**src/rtl/mips_ctrl_pkg.sv**
```systemverilog
// Shared definitions for the multi-cycle MIPS control FSM.
//   state_t   : FSM states, FETCH through ILLEGAL
//   OP_*      : instruction[31:26] opcodes recognised by the decoder
//   ALUSRCB_*, PCSRC_*, ALUOP_* : datapath mux / ALU operation encodings
//   ctrl_t    : bundle of every strobe the FSM drives
//   decode_next() : DECODE-state dispatch on opcode
package mips_ctrl_pkg;

  typedef enum logic [3:0] {
    FETCH,
    DECODE,
    MEMADR,
    MEMRD,
    MEMWB,
    MEMWR,
    EXEC,
    RWB,
    ADDIEX,
    ADDIWB,
    BRANCH,
    JUMP,
    HALTED,
    ILLEGAL
  } state_t;

  localparam logic [5:0] OP_RTYPE = 6'h00;
  localparam logic [5:0] OP_LW    = 6'h23;
  localparam logic [5:0] OP_SW    = 6'h2B;
  localparam logic [5:0] OP_BEQ   = 6'h04;
  localparam logic [5:0] OP_J     = 6'h02;
  localparam logic [5:0] OP_ADDI  = 6'h08;

  localparam logic [1:0] ALUSRCB_RT      = 2'b00;
  localparam logic [1:0] ALUSRCB_FOUR    = 2'b01;
  localparam logic [1:0] ALUSRCB_IMM     = 2'b10;
  localparam logic [1:0] ALUSRCB_IMM_SL2 = 2'b11;

  localparam logic [1:0] PCSRC_ALU    = 2'b00;
  localparam logic [1:0] PCSRC_ALUOUT = 2'b01;
  localparam logic [1:0] PCSRC_JUMP   = 2'b10;

  localparam logic [1:0] ALUOP_ADD   = 2'b00;
  localparam logic [1:0] ALUOP_SUB   = 2'b01;
  localparam logic [1:0] ALUOP_FUNCT = 2'b10;

  typedef struct packed {
    logic       pc_write;
    logic       pc_write_cond;
    logic [1:0] pc_source;
    logic       iord;
    logic       mem_read;
    logic       mem_write;
    logic       ir_write;
    logic       reg_dst;
    logic       mem_to_reg;
    logic       reg_write;
    logic       alu_src_a;
    logic [1:0] alu_src_b;
    logic [1:0] alu_op;
    logic       instr_done;
    logic       halted;
    logic       illegal_op;
  } ctrl_t;

  function automatic state_t decode_next(input logic [5:0] op);
    state_t nxt;
    case (op)
      OP_RTYPE:     nxt = EXEC;
      OP_LW, OP_SW: nxt = MEMADR;
      OP_BEQ:       nxt = BRANCH;
      OP_J:         nxt = JUMP;
      OP_ADDI:      nxt = ADDIEX;
      default:      nxt = ILLEGAL;
    endcase
    return nxt;
  endfunction

endpackage

```
**src/rtl/mips_perf_counter.sv**
```systemverilog
// Retired-instruction and active-cycle counters for the multi-cycle core.
//   clk, rst    : clock, synchronous active-high reset (clears both counters)
//   inc_retire  : add one to retire_cnt this cycle
//   inc_cycle   : add one to cycle_cnt this cycle
//   retire_cnt, cycle_cnt : CNT_W-bit counts, wrapping modulo 2^CNT_W
module mips_perf_counter #(
  parameter int unsigned CNT_W = 32
) (
  input  logic             clk,
  input  logic             rst,
  input  logic             inc_retire,
  input  logic             inc_cycle,
  output logic [CNT_W-1:0] retire_cnt,
  output logic [CNT_W-1:0] cycle_cnt
);

  logic [CNT_W-1:0] r_retire;
  logic [CNT_W-1:0] r_cycle;

  always_ff @(posedge clk) begin
    if (rst) begin
      r_retire <= '0;
      r_cycle  <= '0;
    end else begin
      if (inc_retire) r_retire <= r_retire + CNT_W'(1);
      if (inc_cycle)  r_cycle  <= r_cycle + CNT_W'(1);
    end
  end

  assign retire_cnt = r_retire;
  assign cycle_cnt  = r_cycle;

endmodule

```
**src/rtl/mips_multicycle_ctrl.sv**
```systemverilog
// Multi-cycle control FSM for the 32b MIPS core. Sequences PC, IR, register
// file, ALU and a shared instruction/data memory over several cycles.
//   clk, rst      : clock, synchronous active-high reset
//   opcode        : instruction[31:26] from the IR
//   mem_ready     : memory access completes this cycle
//   halt_req      : stop at the next instruction boundary
//   pc_write .. alu_op : datapath strobes and mux selects
//   instr_done    : pulse in the last cycle of each instruction
//   halted        : FSM parked in HALTED
//   illegal_op    : FSM stuck in ILLEGAL until reset
//   retire_cnt, cycle_cnt : performance counters
module mips_multicycle_ctrl #(
  parameter int unsigned CNT_W = 32
) (
  input  logic             clk,
  input  logic             rst,
  input  logic [5:0]       opcode,
  input  logic             mem_ready,
  input  logic             halt_req,
  output logic             pc_write,
  output logic             pc_write_cond,
  output logic [1:0]       pc_source,
  output logic             iord,
  output logic             mem_read,
  output logic             mem_write,
  output logic             ir_write,
  output logic             reg_dst,
  output logic             mem_to_reg,
  output logic             reg_write,
  output logic             alu_src_a,
  output logic [1:0]       alu_src_b,
  output logic [1:0]       alu_op,
  output logic             instr_done,
  output logic             halted,
  output logic             illegal_op,
  output logic [CNT_W-1:0] retire_cnt,
  output logic [CNT_W-1:0] cycle_cnt
);

  import mips_ctrl_pkg::*;

  state_t           r_state;
  state_t           w_next;
  ctrl_t            w_ctl;
  ctrl_t            w_out;
  logic             w_done;
  logic [CNT_W-1:0] w_retire_cnt;
  logic [CNT_W-1:0] w_cycle_cnt;

  always_ff @(posedge clk) begin
    if (rst) r_state <= FETCH;
    else     r_state <= w_next;
  end

  always_comb begin
    w_ctl  = '0;
    w_done = 1'b0;
    w_next = r_state;
    case (r_state)
      FETCH: begin
        w_ctl.mem_read  = 1'b1;
        w_ctl.alu_src_b = ALUSRCB_FOUR;
        w_ctl.alu_op    = ALUOP_ADD;
        w_ctl.pc_source = PCSRC_ALU;
        if (mem_ready) begin
          w_ctl.ir_write = 1'b1;
          w_ctl.pc_write = 1'b1;
          w_next         = DECODE;
        end
      end
      DECODE: begin
        w_ctl.alu_src_b = ALUSRCB_IMM_SL2;
        w_ctl.alu_op    = ALUOP_ADD;
        w_next          = decode_next(opcode);
      end
      MEMADR: begin
        w_ctl.alu_src_a = 1'b1;
        w_ctl.alu_src_b = ALUSRCB_IMM;
        w_ctl.alu_op    = ALUOP_ADD;
        w_next          = (opcode == OP_SW) ? MEMWR : MEMRD;
      end
      MEMRD: begin
        w_ctl.mem_read = 1'b1;
        w_ctl.iord     = 1'b1;
        if (mem_ready) w_next = MEMWB;
      end
      MEMWB: begin
        w_ctl.reg_write  = 1'b1;
        w_ctl.mem_to_reg = 1'b1;
        w_done           = 1'b1;
      end
      MEMWR: begin
        w_ctl.mem_write = 1'b1;
        w_ctl.iord      = 1'b1;
        w_done          = mem_ready;
      end
      EXEC: begin
        w_ctl.alu_src_a = 1'b1;
        w_ctl.alu_src_b = ALUSRCB_RT;
        w_ctl.alu_op    = ALUOP_FUNCT;
        w_next          = RWB;
      end
      RWB: begin
        w_ctl.reg_write = 1'b1;
        w_ctl.reg_dst   = 1'b1;
        w_done          = 1'b1;
      end
      ADDIEX: begin
        w_ctl.alu_src_a = 1'b1;
        w_ctl.alu_src_b = ALUSRCB_IMM;
        w_ctl.alu_op    = ALUOP_ADD;
        w_next          = ADDIWB;
      end
      ADDIWB: begin
        w_ctl.reg_write = 1'b1;
        w_done          = 1'b1;
      end
      BRANCH: begin
        w_ctl.alu_src_a     = 1'b1;
        w_ctl.alu_src_b     = ALUSRCB_RT;
        w_ctl.alu_op        = ALUOP_SUB;
        w_ctl.pc_write_cond = 1'b1;
        w_ctl.pc_source     = PCSRC_ALUOUT;
        w_done              = 1'b1;
      end
      JUMP: begin
        w_ctl.pc_write  = 1'b1;
        w_ctl.pc_source = PCSRC_JUMP;
        w_done          = 1'b1;
      end
      HALTED: begin
        w_ctl.halted = 1'b1;
        if (!halt_req) w_next = FETCH;
      end
      ILLEGAL: begin
        w_ctl.illegal_op = 1'b1;
      end
      default: w_next = FETCH;
    endcase
    // halt_req is only looked at on the retiring cycle, so it can never cut
    // an instruction or a pending memory access short.
    if (w_done) w_next = halt_req ? HALTED : FETCH;
    w_ctl.instr_done = w_done;
  end

  // The state register may still hold a mid-instruction state during the
  // first reset cycle; masking here keeps every output quiet while rst=1.
  assign w_out = rst ? '0 : w_ctl;

  assign pc_write      = w_out.pc_write;
  assign pc_write_cond = w_out.pc_write_cond;
  assign pc_source     = w_out.pc_source;
  assign iord          = w_out.iord;
  assign mem_read      = w_out.mem_read;
  assign mem_write     = w_out.mem_write;
  assign ir_write      = w_out.ir_write;
  assign reg_dst       = w_out.reg_dst;
  assign mem_to_reg    = w_out.mem_to_reg;
  assign reg_write     = w_out.reg_write;
  assign alu_src_a     = w_out.alu_src_a;
  assign alu_src_b     = w_out.alu_src_b;
  assign alu_op        = w_out.alu_op;
  assign instr_done    = w_out.instr_done;
  assign halted        = w_out.halted;
  assign illegal_op    = w_out.illegal_op;

  mips_perf_counter #(
    .CNT_W(CNT_W)
  ) u_perf (
    .clk        (clk),
    .rst        (rst),
    .inc_retire (w_done),
    .inc_cycle  (r_state != HALTED),
    .retire_cnt (w_retire_cnt),
    .cycle_cnt  (w_cycle_cnt)
  );

  assign retire_cnt = rst ? '0 : w_retire_cnt;
  assign cycle_cnt  = rst ? '0 : w_cycle_cnt;

endmodule

```
**config.mk**
```make
export PLATFORM = sky130hd
export DESIGN_NAME = mips_multicycle_ctrl
export DESIGN_NICKNAME = d
export VERILOG_FILES = /design/src/rtl/mips_ctrl_pkg.sv /design/src/rtl/mips_perf_counter.sv /design/src/rtl/mips_multicycle_ctrl.sv
export SDC_FILE = /design/constraint.sdc
export NUM_CORES = 1
export LEC_CHECK = 0
export CAP_MARGIN = 40
export CORE_MARGIN = 4
export CORE_UTILIZATION = 55
export DETAILED_ROUTE_END_ITERATION = 6
export HOLD_SLACK_MARGIN = 0.08
export PLACE_DENSITY = 0.95
export SETUP_SLACK_MARGIN = 0.5
export SYNTH_ARGS = -nofsm -noshare
export SYNTH_HDL_FRONTEND = slang
export SYNTH_SLANG_ARGS = --single-unit
```
**constraint.sdc**
```tcl
create_clock -name clk -period 4.7 [get_ports clk]
set_input_delay 0.47 -clock clk [delete_from_list [all_inputs] [get_ports clk]]
set_output_delay 0.47 -clock clk [all_outputs]
set_load 0.01 [all_outputs]
```
# Word-level counts from Yosys, hierarchy flattened
# Index checks and enable logic that the tools add are counted.
# word_totals
ff_bits	68
latch_bits	0
ramBits	0
romBits	0
input_bits	10
wordCells	66
mem_count	0
# classes
addsub	2
mul	0
n_div	0
magnitude_cmp	0
n_eq_ne	23
shift	0
muxes	27
n_bitwise	0
reduce_logical	11
# ops
operator	n
$add A32 B1 Y32 const B	2
$mux W32	2
$pmux W4 S5	2
$pmux W4 S8	1
$eq A4 B4 Y1 const B	6
$mux W4	5
$mux W19	1
$eq A4 B3 Y1 const B	4
$eq A6 B6 Y1 const B	2
$mux W1	12
$ne A3 B2 Y1 const B	3
$eq A4 B2 Y1 const B	2
$reduce_or A2 Y1	4
$reduce_or A7 Y1	1
$eq A6 B2 Y1 const B	1
$eq A6 B3 Y1 const B	1
$eq A6 B4 Y1 const B	1
$logic_not A6 Y1	1
$reduce_or A5 Y1	1
$eq A4 B1 Y1 const B	1
$logic_not A4 Y1	1
$ne A4 B4 Y1 const B	1
$pmux W1 S2	2
$pmux W2 S2	1
other kinds (5)	5

# Depth between registers and ports, before layout
# depth
ltp_word	5
mapped_depth	8
ltp_nobuf	5

# By module
# From an unflattened synthesis, not the netlist that was laid out.
# hier_totals
cells_unflattened	527
area_unflattened_um2	4100.2
# by_module_without_submodules
module	instances	cells_per_inst	area_each_um2	seq_area_each_um2
mips_perf_counter	1	354	3019.1	1281.2
mips_multicycle_ctrl	1	173	1081.0	80.1

# Worst setup path before layout
# Ideal clock, no wire load.
# synth_timing
path_kind	reg-to-output
from	register r_state[1]
to	output alu_src_b[1]
arrival_time_ps	1626
t_required_ps	4230
setup_slack_ps	2604
stages_incl_launch_ff	6
n_path_buf	1
path_cell_list	dfxtp_1 clkbuf_1 nand2_1 nand2_1 nor2_1 a2111oi_0
# synth_between
elab_chain_len	4
word_cells_on_any_way	9
cone_classes	eq/ne: 5; mux: 2; reduce/logical: 2
# synth_lines
element	line	text
from (decl)	mips_multicycle_ctrl.sv:42	state_t r_state;
from (signal assigned)	mips_multicycle_ctrl.sv:52	else r_state <= w_next;
$eq A4 B4 Y1 or $eq A4 B2 Y1 (tied branches)	mips_multicycle_ctrl.sv:59	case (r_state)
$reduce_or A2 Y1 (no line)	n/a	
$pmux W4 S5 *	mips_multicycle_ctrl.sv:59	
$mux W19 *	mips_multicycle_ctrl.sv:148	assign w_out = rst ? '0 : w_ctl;
to (decl)	mips_multicycle_ctrl.sv:31	output logic [1:0] alu_src_b,
# Mark *: on every way between the ends. The rest lies on a longest branch, timed or not.

# Final worst setup path
# layout_timing
from	register r_state[2]
to	output instr_done
# layout_between
elab_chain_len	4
word_cells_on_any_way	9
cone_classes	eq/ne: 6; mux: 2; reduce/logical: 1
# layout_lines
element	line	text
$eq A4 B4 Y1 or $eq A4 B3 Y1 (tied branches)	mips_multicycle_ctrl.sv:59	
$reduce_or A5 Y1 (no line)	n/a	
$pmux W1 S2 *	mips_multicycle_ctrl.sv:59	
$mux W19 *	mips_multicycle_ctrl.sv:148	
to (decl)	mips_multicycle_ctrl.sv:33	output logic instr_done,
# Marks and branches as above.

==> results.md <==
- The flow ran to the end, and the final reports show no timing, DRC or antenna violations.
- The worst path needs 3.26 ns of the cycle, external delays included.
- The peak fanout along the critical path is 18.
- The count of flip-flops with a built-in enable after synthesis is 0.
- In this run the worst hold path is classified as reg2reg.
- The later pin in the worst-skew pair is clocked with a latency of between 0.3 and 0.4 ns.
- The total wire length is 10,300 µm.
- The height of the die is 94.1 µm.
- Measured against its own limit, the worst slew margin works out to 0.509.
- Counting every sink on the clock net gives 68.
- The clock share of power is 0.364.
- The detailed router finished its first iteration with 229 violations.
- The max-slew violation count came to 0.
- The share of synthesized area spent on multiplexers is 0.0135.
- The sum of negative setup slack is 0 ns.
- The library cells used most frequently in the layout, excluding fill and tap cells, are 91 x sky130_fd_sc_hd__clkdlybuf4s50_1, 71 x sky130_fd_sc_hd__nor2_1, 68 x sky130_fd_sc_hd__dfxtp_1.
- The worst-margin pin slew is 0.732 ns.
- The startpoint class of the critical path is a register.
- After detailed routing, the average wire length per cell comes to between 10 and 15 µm.
- The worst path arrival time is 2.79 ns.
- Entering global routing, the biggest net connects 79 pins.
- The startpoint identified for the worst register-to-register timing path is r_state[1].
- The count of nets left with antenna violations once routing finished came out at 0.
- The full die area is 8860 µm².
- The worst hold path was traced through 2 stages.
- The total number of vias is 4,064.
- The internal portion of the total power is 1.10 mW.
- The worst setup path is captured at an output pin.
- The count of TritonRoute iterations in the first routing pass is 4.
- Setup repair after global routing left no endpoint under its margin.
- Counting along the longest clock path gives a buffer depth of 2.
- The gate count after technology mapping is 522.
- Of the total synthesized cell area, the portion taken by full adders, half adders and majority gates is 0.00613.
- The floorplan has 31 rows.
- The first global-routing pass estimated 17,300 µm of wire.
- The deepest level of the CTS H-tree is 3.
- The required time at the endpoint of the critical path is 4.23 ns.
- The area overhead of the layout relative to synthesis is 28.2%.
- Counting every net in the synthesized netlist gives between 500 and 600.
- The sequential area share after synthesis is 0.334.
- The initial antenna violation count was 0.
- The starting density of the core is 0.566.
- The total count of hold-check failures in the final report is 0.
- Counting flops with an async set or reset pin after synthesis yields a share of 0.
- After clock tree synthesis, the flow added hold-fix buffers numbering 0.
- Of the total power, the share spent switching nets is 0.307.
- Of the total power, combinational logic draws 0.216.
- The simple-gate share of the synthesized area is 0.385.
- The synthesis warning total is 0.
- In this run the cell area of the synthesized design comes to about 4000 µm².
- The post-route DRC violation count is 0.
- Summed over all layers, the global routing overflow is 0.
- Clock tree synthesis selected as its root buffer the cell sky130_fd_sc_hd__clkbuf_8.
- The clock tree from TritonCTS is yes.
- The timing-limited maximum frequency is 307 MHz.
- The number of buffers inserted by port buffering is 92.
- The number of nets in the final layout is ~600.
- The average footprint of a synthesized cell is 7.82 µm².
- The via count of the first global-routing pass came to 3,786.
- The die boundary width is 94.1 µm.
- The worst hold path begins at u_perf.retire_cnt[31].
- The power per cell area is ~300 nW/µm².
- The setup path with the least slack is of type reg2out.
- Clock-pin slew was measured on the worst setup and hold paths at 0.07 ns.
- VDD sags by at most 0.000215 V.
- The worst clock skew is between 0.01 and 0.015 ns.
- The setup fix buffers added after clock tree synthesis is 0.
- The largest family of logic cells by synthesized area is simple AND/OR/NAND/NOR gates.
- The proportion of layout cells with a drive suffix above 1 is 0.0570.
- Leaving out fill and tap cells, the most frequent cell in the layout is sky130_fd_sc_hd__clkdlybuf4s50_1.
- The share of the synthesized area in compound gates (AO/OA/AOI/OAI) is 0.123.
- Summed over all nets, the switching power comes to 0.488 mW.
- Of the total power, registers draw 0.419.
- For this run, the leading register cell type out of synthesis is sky130_fd_sc_hd__dfxtp_1.
- The setup violation total in the final timing report is 0.
- Hold is met by 0.510 ns.
- The number of max-cap violations is 0.
- Using the TritonRoute via totals, the vias-per-cell ratio works out to around 6.
- The post-cts gate resize count is 0.
- The repair_antennas step left the layout with diodes totalling 0.
- Counting flops and latches in the post-synthesis netlist gives 68.
- The leakage dissipation is roughly 1.6 nW.
- In this run the register-to-register setup slack is about 2 ns.
- The synthesized netlist contains 54 unique library cells.
- The final period utilization is 0.693.
- In this run the count of I/O pins placed on the die edge is 93.
- Detailed placement finished with a half-perimeter wire length of 7120 µm.
- For this run, the total global-route usage over all layers was measured as 0.238.
- The region available for standard cell placement spans 7210 µm².
- The end of the worst register-to-register path is u_perf.cycle_cnt[23].
- At the end of routability-driven placement, the weighted congestion stood at 0.904.
- Of the total synthesized cell area, the portion taken by XOR and XNOR cells is 0.0944.
- The total clock buffers created by CTS is 9.
- The first element of the critical path is r_state[2].
- The path with the worst hold slack has its endpoint at u_perf.retire_cnt[31].
- The number of cells on the worst reg-to-reg path is 5.
-- state kept, by name (all words and copies together) (netlist names) --
| name | count |
|---|---|
| r_state | 4 |
| u_perf.retire_cnt | 32 |
| u_perf.cycle_cnt | 32 |
-- synth_stat cells, drive strengths merged, types with 3 or more instances --
cell     instances  share of area
nand4           14          0.025
or3             17          0.026
o21ai           22          0.027
nand2b           5         0.0095
mux2             4          0.011
xor2            12          0.026
a211oi           7          0.013
and4            10          0.023
nor4            15          0.023
clkbuf          23          0.021
nor3            24          0.031
o211ai           3         0.0055
nor3b            3         0.0067
nor2            71          0.065
a2111oi          6          0.019
nor2b           61          0.094
a21oi           22          0.027
nor4b            3         0.0064
o2111ai          5          0.012
nand2           25          0.023
dfxtp           68           0.33
inv              9         0.0083
buf             12          0.016
xnor2           32          0.069
nand3           19          0.023
and3             5         0.0077
or4              5         0.0092
-- layout make-up --
| class | count | area, µm² |
|---|---|---|
| Clock buffer | 10 | 128 |
| Multi-Input combinational cell | 410 | 2540 |
| Inverter | 9 | 33.8 |
| Fill cell | 559 | 1980 |
| Timing Repair Buffer | 94 | 937 |
| Sequential cell | 68 | 1360 |
| Clock inverter | 6 | 113 |
| Tap cell | 99 | 124 |
-- cells by family (layout without fill, tap and decap cells) --
logic type,count (synthesis),after routing
xor+xnor,44,44
compound gates,75,75
simple gates,284,284
flops,68,68
buf+inv,44,119
mux,5,5
fa+ha+maj,2,2
-- worst max-delay path, stage by stage, from the launching register on --
cell                              delay (ns)
sky130_fd_sc_hd__dfxtp_1                0.73
sky130_fd_sc_hd__nand2b_4               0.15
sky130_fd_sc_hd__nor3_2                 0.63
sky130_fd_sc_hd__nor2_1                 0.25
sky130_fd_sc_hd__nor2_1                 0.13
sky130_fd_sc_hd__clkdlybuf4s50_1        0.55
-- routing by layer --
metal | vias to the layer above | global-route usage | routed length [µm]
li1 | 1997 | - | -
met1 | 1906 | 0.294 | 4380
met2 | 136 | 0.402 | 5210
met3 | 25 | 0.0353 | 475
met4 | 0 | 0.114 | 273
met5 | - | 0 | 0
-- stage by stage --
| step | cell area (µm²) | instances | worst slack (ns) | utilization | total power [mW] |
|---|---|---|---|---|---|
| 3_3_place_gp | 4980 | 679 | 1.63 | 0.690 | 1.00 |
| 6_report | 5230 | 696 | 1.44 | 0.725 | 1.59 |
| 5_1_grt | 5230 | 696 | 1.26 | 0.725 | 1.66 |
| 2_1_floorplan | 4080 | 522 | 2.60 | - | 0.907 |
| 4_1_cts | 5220 | 695 | 1.45 | 0.724 | 1.59 |
| 3_5_place_dp | 4980 | 679 | 1.57 | 0.690 | 1.02 |
-- power groups by stage --
stage / clock network [mW] / registers [mW] / logic (mW)
2_1_floorplan: 0 / 0.628 / 0.279
3_3_place_gp: 0 / 0.672 / 0.328
3_5_place_dp: 0 / 0.677 / 0.339
4_1_cts: 0.583 / 0.664 / 0.342
5_1_grt: 0.608 / 0.672 / 0.381
6_report: 0.579 / 0.666 / 0.343
-- worst max path at each step --
stage / endpoint / cells after the start
6_report: instr_done / 5
2_1_floorplan: alu_src_b[1] / 5
5_1_grt: instr_done / 5
3_5_place_dp: instr_done / 6
3_3_place_gp: instr_done / 6
4_1_cts: instr_done / 5
(Power assumes the default switching activity.)
